File: config.mk
export PLATFORM = sky130hd
export DESIGN_NAME = counter_seq_ctrl_flat
export DESIGN_NICKNAME = d
export VERILOG_FILES = /design/src/rtl/counter_seq_ctrl_if.sv /design/src/rtl/counter_seq_ctrl.sv /design/src/flat_wrapper.sv
export SDC_FILE = /design/constraint.sdc
export NUM_CORES = 1
export LEC_CHECK = 0
export BUFFER_PORTS_ARGS = -buffer_cell sky130_fd_sc_hd__buf_2
export CAP_MARGIN = 20
export CELL_PAD_IN_SITES_DETAIL_PLACEMENT = 0
export CELL_PAD_IN_SITES_GLOBAL_PLACEMENT = 2
export CORE_MARGIN = 2
export CORE_UTILIZATION = 28
export CTS_CLUSTER_SIZE = 8
export DETAILED_ROUTE_END_ITERATION = 7
export HOLD_SLACK_MARGIN = 0.08
export PLACE_DENSITY = 0.7
export SYNTH_ARGS = -nofsm -noshare
export SYNTH_HDL_FRONTEND = slang
export SYNTH_SLANG_ARGS = --single-unit
File: constraint.sdc
create_clock -name clk -period 1.7 [get_ports clk]
set_input_delay 0.17 -clock clk [delete_from_list [all_inputs] [get_ports clk]]
set_output_delay 0.17 -clock clk [all_outputs]
set_load 0.03 [all_outputs]
File: src/rtl/counter_seq_ctrl_if.sv
// Command handshake between a host and the counter sequencer.
//   cmd_valid  : host has a command
//   cmd_ready  : sequencer can accept a command
//   cmd_start  : value loaded into the counter
//   cmd_target : terminal count value
//   cmd_up     : 1 = count up, 0 = count down
//   cmd_gap    : idle cycles between consecutive count-enable pulses
interface counter_seq_ctrl_if #(
  parameter int unsigned WIDTH = 4,
  parameter int unsigned GAP_W = 4
);
  logic             cmd_valid;
  logic             cmd_ready;
  logic [WIDTH-1:0] cmd_start;
  logic [WIDTH-1:0] cmd_target;
  logic             cmd_up;
  logic [GAP_W-1:0] cmd_gap;

  modport master (
    output cmd_valid, cmd_start, cmd_target, cmd_up, cmd_gap,
    input  cmd_ready
  );

  modport slave (
    input  cmd_valid, cmd_start, cmd_target, cmd_up, cmd_gap,
    output cmd_ready
  );
endinterface

File: src/rtl/counter_seq_ctrl.sv
// Command sequencer for a loadable up/down counter. Accepts one command at a time, loads the
// counter with the start value, then issues single count-enable steps (separated by a
// programmable gap) until the counter reaches the target. Reports done, abort and wrap status.
//   clk, rst_n       : clock and asynchronous active-low reset (shared with the counter)
//   cmd              : command handshake (slave side)
//   abort            : cancel the active command
//   load_n/data_load : counter synchronous load (active-low) and load value
//   ce/up_down       : counter count enable and direction
//   count_out        : counter value; max_count/zero are its all-ones/zero flags
//   busy             : command in progress
//   done/aborted     : one-cycle completion / cancellation pulses
//   wrapped          : sticky per command, a step crossed the max<->0 boundary
module counter_seq_ctrl #(
  parameter int unsigned WIDTH = 4,
  parameter int unsigned GAP_W = 4
) (
  input  logic              clk,
  input  logic              rst_n,
  counter_seq_ctrl_if.slave cmd,
  input  logic              abort,
  output logic              load_n,
  output logic [WIDTH-1:0]  data_load,
  output logic              ce,
  output logic              up_down,
  input  logic [WIDTH-1:0]  count_out,
  input  logic              max_count,
  input  logic              zero,
  output logic              busy,
  output logic              done,
  output logic              aborted,
  output logic              wrapped
);

  typedef enum logic [1:0] {StIdle, StLoad, StRun, StDone} state_e;

  state_e           state_q, state_d;
  logic [WIDTH-1:0] start_q, target_q;
  logic             up_q;
  logic [GAP_W-1:0] gap_q;
  logic [GAP_W-1:0] gap_cnt_q, gap_cnt_d;
  logic             wrapped_q, wrapped_d;
  logic             aborted_q, aborted_d;
  logic             accept;
  logic             at_target;
  logic             run_active;
  logic             step;

  assign accept     = (state_q == StIdle) && cmd.cmd_valid;
  // count_out already reflects every earlier step, so stopping on equality cannot overshoot.
  assign at_target  = (count_out == target_q);
  assign run_active = (state_q == StRun) && !abort && !at_target;
  assign step       = run_active && (gap_cnt_q == '0);

  // State register
  always_ff @(posedge clk or negedge rst_n) begin
    if (!rst_n) begin
      state_q <= StIdle;
    end else begin
      state_q <= state_d;
    end
  end

  // Next-state logic
  always_comb begin
    state_d = state_q;
    unique case (state_q)
      StIdle: if (cmd.cmd_valid) state_d = StLoad;
      // The load always completes; an abort only redirects what follows it.
      StLoad: state_d = abort ? StIdle : StRun;
      StRun: begin
        if (abort) begin
          state_d = StIdle;
        end else if (at_target) begin
          state_d = StDone;
        end
      end
      StDone: state_d = StIdle;
      default: state_d = StIdle;
    endcase
  end

  // Gap counter, wrap flag and abort pulse next-state
  always_comb begin
    gap_cnt_d = gap_cnt_q;
    wrapped_d = wrapped_q;
    aborted_d = abort && ((state_q == StLoad) || (state_q == StRun));
    if (accept) begin
      wrapped_d = 1'b0;
    end
    if (state_q == StLoad) begin
      gap_cnt_d = gap_q;
    end
    if (run_active) begin
      if (step) begin
        gap_cnt_d = gap_q;
        // The step taken from the boundary value is the one that wraps.
        if ((up_q && max_count) || (!up_q && zero)) begin
          wrapped_d = 1'b1;
        end
      end else begin
        gap_cnt_d = gap_cnt_q - GAP_W'(1);
      end
    end
  end

  // Latched command fields and status registers
  always_ff @(posedge clk or negedge rst_n) begin
    if (!rst_n) begin
      start_q   <= '0;
      target_q  <= '0;
      up_q      <= 1'b0;
      gap_q     <= '0;
      gap_cnt_q <= '0;
      wrapped_q <= 1'b0;
      aborted_q <= 1'b0;
    end else begin
      if (accept) begin
        start_q  <= cmd.cmd_start;
        target_q <= cmd.cmd_target;
        up_q     <= cmd.cmd_up;
        gap_q    <= cmd.cmd_gap;
      end
      gap_cnt_q <= gap_cnt_d;
      wrapped_q <= wrapped_d;
      aborted_q <= aborted_d;
    end
  end

  // Output decode
  always_comb begin
    cmd.cmd_ready = (state_q == StIdle);
    load_n        = 1'b1;
    data_load     = '0;
    ce            = 1'b0;
    up_down       = 1'b1;
    busy          = 1'b0;
    done          = 1'b0;
    unique case (state_q)
      StIdle: ;
      StLoad: begin
        load_n    = 1'b0;
        data_load = start_q;
        up_down   = up_q;
        busy      = 1'b1;
      end
      StRun: begin
        ce      = step;
        up_down = up_q;
        busy    = 1'b1;
      end
      StDone: begin
        up_down = up_q;
        busy    = 1'b1;
        done    = 1'b1;
      end
      default: ;
    endcase
  end

  assign aborted = aborted_q;
  assign wrapped = wrapped_q;

endmodule

File: src/flat_wrapper.sv
// flat-port wrapper written by rule: the top's interface ports become plain ports
module counter_seq_ctrl_flat 
#(
  parameter int unsigned WIDTH = 4,
  parameter int unsigned GAP_W = 4
)
  (clk, rst_n, abort, load_n, data_load, ce, up_down, count_out, max_count, zero, busy, done, aborted, wrapped, cmd_cmd_valid, cmd_cmd_start, cmd_cmd_target, cmd_cmd_up, cmd_cmd_gap, cmd_cmd_ready);
  counter_seq_ctrl_if #(.WIDTH(WIDTH), .GAP_W(GAP_W)) cmd_i ();
  input  logic clk;
  input  logic rst_n;
  input  logic abort;
  output logic load_n;
  output logic [WIDTH-1:0] data_load;
  output logic ce;
  output logic up_down;
  input  logic [WIDTH-1:0] count_out;
  input  logic max_count;
  input  logic zero;
  output logic busy;
  output logic done;
  output logic aborted;
  output logic wrapped;
  input wire logic [$bits(cmd_i.cmd_valid)-1:0] cmd_cmd_valid;
  input wire logic [$bits(cmd_i.cmd_start)-1:0] cmd_cmd_start;
  input wire logic [$bits(cmd_i.cmd_target)-1:0] cmd_cmd_target;
  input wire logic [$bits(cmd_i.cmd_up)-1:0] cmd_cmd_up;
  input wire logic [$bits(cmd_i.cmd_gap)-1:0] cmd_cmd_gap;
  output wire logic [$bits(cmd_i.cmd_ready)-1:0] cmd_cmd_ready;
  assign cmd_i.cmd_valid = cmd_cmd_valid;
  assign cmd_i.cmd_start = cmd_cmd_start;
  assign cmd_i.cmd_target = cmd_cmd_target;
  assign cmd_i.cmd_up = cmd_cmd_up;
  assign cmd_i.cmd_gap = cmd_cmd_gap;
  assign cmd_cmd_ready = cmd_i.cmd_ready;
  counter_seq_ctrl #(.WIDTH(WIDTH), .GAP_W(GAP_W)) u_core (.clk(clk), .rst_n(rst_n), .cmd(cmd_i), .abort(abort), .load_n(load_n), .data_load(data_load), .ce(ce), .up_down(up_down), .count_out(count_out), .max_count(max_count), .zero(zero), .busy(busy), .done(done), .aborted(aborted), .wrapped(wrapped));
endmodule
==> results.py, run 1 <==
metrics = {
    "synthesis": {
        "yosysTopAreaCell": "dfrtp_1",
        "syn_inst": 99,
        "ys_ff_latch": 21,
        "ys_async_sr_fraction_pct": 100,
        "netlist_area_mm2": 0.00114,
        "synth.most_common_cell": "dfrtp_1",
        "ys_top_cells_by_area": "dfrtp_1 46%, mux2_2 14%, ha_1 7.7%, and2_1 3.3%, xor2_1 3.1%",
        "synth_edf_count": 0,
        "syn_nets": 129,
        "ys_types": 27,
        "yosysSeqAreaShare_pct": 46.0,
        "synthTopCellsByCount": "21 x dfrtp_1, 14 x mux2_2, 7 x ha_1, 7 x inv_1, 6 x and2_1",
        "yosysTopAreaCellShare_pct": 46.0,
        "ys_warn_count": 0,
        "avgSynthCellArea_um2": 11.6,
        "synth_ff_type": "dfrtp_1",
    },
    "setup_path": {
        "crit_arrival_ns": 1.51,
        "startpoint_type": "flip-flop",
        "rr_worst_depth": 5,
        "cp.required_ns": 1.53,
        "worstPathMaxFanout": 4,
        "worstSetupPathType": "reg2out",
        "endpoint_kind": "primary output",
    },
    "global_route": {
        "grtUsageTotal_pct": 12.2,
        "first_global_vias": 983,
        "grt_antenna_before_repair": 0,
        "grt_max_degree": 22,
        "grt_overflow": 0,
        "grt_pass1_wl_mm": 4.26,
    },
    "floorplanning": {
        "start_util_pct": 28.8,
        "coreArea_mm2": 0.00397,
        "die-area_mm2": 0.00461,
        "core.rowCount": 23,
        "die_h_um": 67.9,
        "ioPinCount": 35,
        "die_w_um": 67.9,
    },
    "clock_tree": {
        "cts_max_path_buffers": 2,
        "clk_pin_slew_worst_paths_ns": 0.08,
        "cts_num_sinks": 21,
        "h-tree-depth": 1,
        "cts_buffers": 3,
        "clk_latency_ns": 0.26,
        "clockRootBuffer": "clkbuf_8",
        "cts_tree": "built",
    },
    "sta": {
        "hold_viol": 0,
        "clock.fmax_mhz": 597,
        "slew_violations": 0,
        "setup_viol": 0,
        "setup_tns_ns": 0,
        "rsz0062_at_grt": "yes",
        "skew_ns": 0.00412,
        "tightestPinTransition_ns": 0.488,
        "whs_ns": 0.138,
        "period_share_pct": 98.6,
        "relSlewSlack_pct": 67.4,
        "period_needed_ns": 1.68,
    },
    "pwr": {
        "power_frac_seq_pct": 32.1,
        "p_comb_share_pct": 56.7,
        "leakagePower_nw": 0.744,
        "cellPowerDensity_mw_per_mm2": 1820,
        "p_int_mw": 1.67,
        "power_mw": 2.90,
        "power_frac_clock_pct": 11.2,
        "vdd_drop_max_uv": 932,
        "p_sw_share_pct": 42.3,
        "p_sw_mw": 1.22,
    },
    "final_layout": {
        "fin_cells": 197,
        "area_delta_synth_final_pct": 39.1,
        "multiInputGateArea_um2": 652,
        "seqCellArea_um2": 526,
        "drive_gt1_share_pct": 55.8,
        "fill_cells": 424,
        "fin_util_pct": 40.0,
        "num_antenna_cells": 0,
        "fin_nets": 178,
    },
    "placement": {
        "io_buffers": 34,
        "gp_congestion": 0.794,
        "dpl.cell_count": 187,
        "dpl.hpwl_mm": 1.99,
    },
    "routing": {
        "drt-initial-drc-count": 18,
        "wl_per_cell_um": 13.3,
        "via_per_inst": 4.64,
        "ant_nets": 0,
        "routed_wl_mm": 2.63,
        "vias": 914,
        "drt_drc_violations_left": 0,
        "firstDrtPassIters": 4,
    },
    "run_status": {
        "status": "complete, no violations",
    },
    "hold_path": {
        "hold_path_class": "in2reg",
        "min_path_cells": 2,
    },
    "flow_run": {
        "maxCapViolCount": 0,
    },
}
-- final cells by class --
class	count	share of cell area [%]
Multi-Input combinational cell	69	41.0
Sequential cell	21	33.0
Timing Repair Buffer	46	17.5
Tap cell	50	3.93
Clock buffer	3	2.60
Inverter	7	1.65
Clock inverter	1	0.315
-- power by group through the flow --
stage | clock (mW) | sequential [mW] | combinational, mW
after detailed placement | 0 | 0.923 | 1.50
after global routing | 0.363 | 0.969 | 1.81
after floorplan | 0 | 0.897 | 1.08
final | 0.323 | 0.930 | 1.64
after global placement | 0 | 0.906 | 1.47
after CTS | 0.340 | 0.920 | 1.53
-- final timing paths --
check | from | slack (ns) | end
worst max-delay path | u_core.gap_cnt_q[0] | 0.02 | ce
worst min-delay path | cmd_cmd_up | 0.14 | u_core.up_q
worst max register to register | u_core.target_q[2] | 0.04 | u_core.gap_cnt_q[3]
worst min register to register | u_core.start_q[2] | 0.50 | u_core.start_q[2]
max in group asynchronous | rst_n | 0.97 | u_core.gap_cnt_q[3]
min in group asynchronous | rst_n | 0.40 | u_core.state_q[1]
-- registers in the layout, indices dropped and copies added (netlist names) --
name and count:
u_core.gap_q 4, u_core.start_q 4, u_core.target_q 4, u_core.gap_cnt_q 4, u_core.aborted 1, u_core.state_q 2
u_core.wrapped 1, u_core.up_q 1
-- placed cells by master (no fill, tap or decap), types with 3 or more instances in the layout --
master	count
ha_1	4
mux2i_1	3
ha_2	3
clkbuf_8	3
inv_2	3
nor3_1	3
buf_4	12
mux2_2	14
dfrtp_1	21
inv_1	4
a21oi_1	3
and2_1	6
buf_2	31
nand2_1	3
-- metal layers --
metal / vias to the layer above / GRT usage [%] / routed length, µm
met3: 2 / 2.14 / 96
met4: 0 / 5.25 / 10
li1: 446 / - / -
met2: 20 / 22.1 / 1390
met1: 446 / 14.2 / 1120
met5: - / 0 / 0
-- stage by stage --
stage                     area, µm²  worst slack [ns]
after floorplan                1150           0.00596
after global placement         1420            0.0323
after detailed placement       1420           -0.0618
after CTS                      1520           0.00169
after global routing           1590           -0.0591
final                          1590            0.0244
-- cell families (layout without fill, tap and decap cells) --
| kind of cell | after synthesis | after routing | share of synthesized area [%] |
|---|---|---|---|
| and+or+nand+nor | 25 | 25 | 11.6 |
| DFF | 21 | 21 | 46.0 |
| muxes | 17 | 17 | 16.4 |
| AOI/OAI and AO/OA | 16 | 16 | 12.4 |
| buffers and inverters | 9 | 57 | 2.95 |
| adders and majority gates | 7 | 7 | 7.66 |
| xor gates and xnor gates | 4 | 4 | 3.06 |
-- repair_timing --
| item | CTS | global route |
|---|---|---|
| buffers inserted | 3 | 2 |
| gates cloned | 0 | 0 |
| gates resized for setup | 7 | 18 |
| hold buffers | 1 | 0 |
| hold endpoints to repair | 21 | 0 |
| pin swaps | 3 | 5 |
| endpoints found under the setup margin | 6 | 11 |
-- critical path, stage by stage, from the launching register on --
cell,delay (ns)
dfrtp_1,0.42
inv_2,0.09
ha_1,0.17
nor2b_4,0.19
nand2b_4,0.07
nor2_2,0.16
buf_6,0.15
Note: power is estimated with default switching activity, not from simulation.
==> inputs of run 2 (changes only) <==
CAP_MARGIN = 30   (was 20)
CELL_PAD_IN_SITES_DETAIL_PLACEMENT = unset   (was 0)
CELL_PAD_IN_SITES_GLOBAL_PLACEMENT = unset   (was 2)
CORE_UTILIZATION = 45   (was 28)
PLACE_DENSITY = 0.71   (was 0.7)
==> results.py, run 2 (same netlist as run 1, synthesis figures left out) <==
metrics = {
    "setup_path": {
        "cp.required_ns": 1.53,
        "worstPathMaxFanout": 3,
        "worstSetupPathType": "reg2out",
        "startpoint_type": "flip-flop",
        "crit_arrival_ns": 1.52,
        "endpoint_kind": "primary output",
    },
    "global_route": {
        "grtUsageTotal_pct": 18.3,
        "grt_antenna_before_repair": 0,
        "grt_max_degree": 22,
        "first_global_vias": 889,
        "grt_overflow": 0,
        "grt_pass1_wl_mm": 3.87,
    },
    "routing": {
        "drt-initial-drc-count": 13,
        "vias": 927,
        "routed_wl_mm": 2.52,
        "via_per_inst": 5.12,
        "drt_drc_violations_left": 0,
        "wl_per_cell_um": 13.9,
        "firstDrtPassIters": 6,
        "ant_nets": 0,
    },
    "sta": {
        "relSlewSlack_pct": 68.2,
        "hold_viol": 0,
        "slew_violations": 0,
        "setup_ws_ns": 0.00994,
        "skew_ns": 0.00454,
        "rsz0062_at_grt": "yes",
        "period_needed_ns": 1.69,
        "clock.fmax_mhz": 592,
        "whs_ns": 0.0918,
        "period_share_pct": 99.4,
        "tightestPinTransition_ns": 0.477,
        "setup_viol": 0,
    },
    "pwr": {
        "cellPowerDensity_mw_per_mm2": 1830,
        "vdd_drop_max_uv": 1380,
        "leakagePower_nw": 0.767,
    },
    "placement": {
        "dpl_worst_slack_ns": -0.142,
        "gp_congestion": 0.776,
        "io_buffers": 34,
        "dpl.hpwl_mm": 1.77,
        "dpl.cell_count": 167,
    },
    "final_layout": {
        "layout_common_cells": "30 x buf_2, 21 x dfrtp_1, 15 x buf_4",
        "seqCellArea_um2": 526,
        "num_antenna_cells": 0,
        "multiInputGateArea_um2": 693,
        "drive_gt1_share_pct": 57.0,
        "final_common_cell": "buf_2",
        "fin_nets": 182,
        "fin_cells": 181,
        "fill_cells": 189,
        "area_delta_synth_final_pct": 42.0,
    },
    "run_status": {
        "status": "complete, no violations",
    },
    "clock_tree": {
        "cts_tree": "built",
        "clockRootBuffer": "clkbuf_4",
        "cts_num_sinks": 21,
        "clk_pin_slew_worst_paths_ns": 0.12,
        "clk_latency_ns": 0.30,
        "h-tree-depth": 1,
        "cts_max_path_buffers": 2,
        "cts_buffers": 3,
    },
    "floorplanning": {
        "core.rowCount": 18,
        "die-area_mm2": 0.00296,
        "die_h_um": 54.4,
        "die_w_um": 54.4,
        "start_util_pct": 47.0,
        "coreArea_mm2": 0.00243,
        "ioPinCount": 35,
    },
    "flow_run": {
        "maxCapViolCount": 0,
    },
    "hold_path": {
        "hold_path_class": "in2reg",
    },
}
==> run 2: critical path: stages, from the launching register on <==
cell     delay, ns
dfrtp_1       0.43
xor2_2        0.18
o41ai_4       0.39
nor2_2        0.08
buf_6         0.14
==> run 2: worst paths after layout <==
kind / start / end / slack, ns / cells after the start
worst min-delay path: cmd_cmd_start[1] / u_core.start_q[1] / 0.09 / 2
worst min register to register: u_core.start_q[0] / u_core.start_q[0] / 0.51 / 1
max in group asynchronous: rst_n / u_core.gap_q[0] / 1.02 / 2
worst max-delay path: u_core.target_q[3] / ce / 0.01 / 4
min in group asynchronous: rst_n / u_core.up_q / 0.35 / 2
worst max register to register: u_core.target_q[3] / u_core.gap_cnt_q[0] / 0.05 / 4
==> run 2: report_power, final <==
part / switching [mW] / internal [mW] / leakage (nW)
logic: 0.936 / 0.863 / 0.499
clock network: 0.155 / 0.0875 / 0.0177
registers: 0.187 / 0.743 / 0.250
==> run 2: metrics by stage <==
stage	utilization, %	setup TNS (ns)	area [µm²]	power, mW
2_1_floorplan	-	0	1150	1.98
3_3_place_gp	57.2	0	1390	2.34
3_5_place_dp	57.2	-0.350	1390	2.41
4_1_cts	61.4	-0.0352	1490	2.73
5_1_grt	66.8	-0.221	1620	3.18
6_report	66.8	0	1620	2.97
==> run 2: area by class of cell <==
class | instances | area share (%)
multi-input cells | 69 | 42.7
flip-flops and latches | 21 | 32.4
repair buffers | 50 | 19.3
well taps | 30 | 2.31
inverters | 7 | 1.62
clock buffers | 3 | 1.39
clock inverters | 1 | 0.308
==> run 2: repair_timing <==
action,in CTS,in global routing
pin swaps,2,7
setup buffers,4,5
hold endpoints to repair,21,0
setup endpoints to repair,10,13
gates resized for setup,10,20
hold buffers,1,0
gates cloned,0,0
==> run 2: per-layer routing <==
metal  vias to the layer above  global-route usage, %  wire (µm)
li1                        452                      -          -
met1                       454                   23.1       1080
met2                        19                   31.9       1330
met3                         2                   2.46         89
met4                         0                   6.25         17
met5                         -                      0          0
==> inputs of run 3 (changes only) <==
REMOVE_ABC_BUFFERS = 1   (was unset)
==> results.py, run 3 (same netlist as run 1, synthesis figures left out) <==
metrics = {
    "run_status": {
        "status": "finished with violations",
        "violations": "negative setup slack",
    },
    "sta": {
        "setup_viol": 2,
        "hold_viol": 0,
        "slew_violations": 0,
        "setup_ws_ns": -0.0123,
        "clock.fmax_mhz": 584,
        "period_share_pct": 101,
        "whs_ns": 0.0953,
        "rsz0062_at_grt": "yes",
        "relSlewSlack_pct": 68.4,
        "tightestPinTransition_ns": 0.474,
        "period_needed_ns": 1.71,
        "skew_ns": 0.00684,
    },
    "flow_run": {
        "maxCapViolCount": 0,
    },
    "pwr": {
        "vdd_drop_max_uv": 1050,
        "p_sw_share_pct": 42.4,
        "power_mw": 2.88,
        "p_sw_mw": 1.22,
        "p_int_mw": 1.66,
        "p_comb_share_pct": 59.8,
        "cellPowerDensity_mw_per_mm2": 1820,
        "power_frac_clock_pct": 8.2,
        "power_frac_seq_pct": 32.0,
        "leakagePower_nw": 0.729,
    },
    "global_route": {
        "grt_overflow": 0,
        "grt_pass1_wl_mm": 3.62,
        "grt_max_degree": 22,
        "first_global_vias": 850,
        "grt_antenna_before_repair": 0,
        "grtUsageTotal_pct": 17.1,
    },
    "clock_tree": {
        "clockRootBuffer": "clkbuf_4",
        "clk_latency_ns": 0.30,
        "cts_num_sinks": 21,
        "cts_tree": "built",
        "cts_buffers": 3,
        "h-tree-depth": 1,
        "cts_max_path_buffers": 2,
        "clk_pin_slew_worst_paths_ns": 0.12,
    },
    "hold_path": {
        "hold_path_class": "in2reg",
    },
    "routing": {
        "drt_drc_violations_left": 0,
        "ant_nets": 0,
        "drt-initial-drc-count": 5,
        "routed_wl_mm": 2.32,
        "wl_per_cell_um": 13.2,
        "vias": 909,
        "firstDrtPassIters": 2,
        "via_per_inst": 5.16,
    },
    "setup_path": {
        "cp.required_ns": 1.53,
        "startpoint_type": "flip-flop",
        "endpoint_kind": "primary output",
        "worstSetupPathType": "reg2out",
        "rrSetupSlack_ns": -0.01,
        "crit_arrival_ns": 1.54,
        "worstPathMaxFanout": 2,
    },
    "floorplanning": {
        "ioPinCount": 35,
        "die_w_um": 54.4,
        "core.rowCount": 18,
        "coreArea_mm2": 0.00243,
        "die-area_mm2": 0.00296,
        "start_util_pct": 47.0,
        "die_h_um": 54.4,
    },
    "placement": {
        "dpl_worst_slack_ns": -0.0401,
        "dpl.hpwl_mm": 1.74,
        "gp_congestion": 0.774,
        "io_buffers": 34,
    },
    "final_layout": {
        "fin_nets": 177,
        "num_antenna_cells": 0,
        "area_delta_synth_final_pct": 38.6,
        "seqCellArea_um2": 527,
        "layout_common_cells": "28 x buf_2, 20 x dfrtp_1, 14 x mux2_2",
        "drive_gt1_share_pct": 53.4,
        "multiInputGateArea_um2": 664,
        "fill_cells": 191,
        "final_common_cell": "buf_2",
    },
}
## run 3: cell count changes in the layout (fill, tap and decap cells not counted), sizes merged
cell,before,now
buf,48,41
clkbuf,4,6
clkinv,1,0
dlygate4sd3,1,2
## run 3: worst max-delay path, stage by stage, from the launching register on
cell	delay, ns
dfrtp_1	0.41
inv_2	0.08
ha_4	0.13
nor2b_4	0.15
buf_6	0.11
o41ai_4	0.06
nor2_2	0.16
buf_6	0.15
## run 3: cell type report
cell class	instances	share of cell area [%]
sequential	21	33.2
clock buffer	4	1.66
tap	30	2.37
timing repair buffer	45	19.2
inverter	7	1.66
multi-input combinational	69	41.9
## run 3: routing by layer
| layer | wire (µm) | vias to the layer above | global-route usage, % |
|---|---|---|---|
| li1 | - | 448 | - |
| met1 | 992 | 443 | 21.5 |
| met2 | 1220 | 18 | 29.9 |
| met3 | 105 | 0 | 3.83 |
| met4 | 0 | 0 | 3.75 |
| met5 | 0 | - | 0 |
## run 3: per-stage QoR
| stage | std cells | utilization (%) | setup TNS (ns) | cell area (µm²) |
|---|---|---|---|---|
| 3_5_place_dp | 167 | 57.6 | -0.0785 | 1400 |
| 6_report | 176 | 65.2 | -0.0238 | 1590 |
| 2_1_floorplan | 97 | - | -0.149 | 1140 |
| 5_1_grt | 176 | 65.2 | -0.471 | 1590 |
| 3_3_place_gp | 167 | 57.6 | 0 | 1400 |
| 4_1_cts | 175 | 62.7 | -0.0601 | 1530 |
## run 3: worst paths after layout
| check | start | endpoint | depth (start not counted) |
|---|---|---|---|
| min in group asynchronous | rst_n | u_core.gap_cnt_q[2] | 2 |
| setup reg to reg | u_core.state_q[0] | u_core.gap_cnt_q[1] | 7 |
| hold / removal | cmd_cmd_target[3] | u_core.target_q[3] | 2 |
| hold reg to reg | u_core.start_q[0] | u_core.start_q[0] | 1 |
| setup / recovery | u_core.state_q[0] | ce | 7 |
| max in group asynchronous | rst_n | u_core.state_q[1] | 2 |
## run 3: power by group through the flow
stage,logic (mW),registers [mW],clock network [mW]
after detailed placement,1.50,0.921,0
final,1.72,0.922,0.237
after CTS,1.63,0.918,0.245
after global placement,1.46,0.905,0
after floorplan,1.07,0.897,0
after global routing,1.86,0.958,0.263
## run 3: repair_timing
item / in CTS / in global routing
setup buffers: 3 / 0
endpoints found under the hold margin: 21 / 1
gates cloned: 0 / 0
hold buffers: 1 / 1
resized for setup: 18 / 15
endpoints found under the setup margin: 10 / 12
pin swaps: 7 / 4
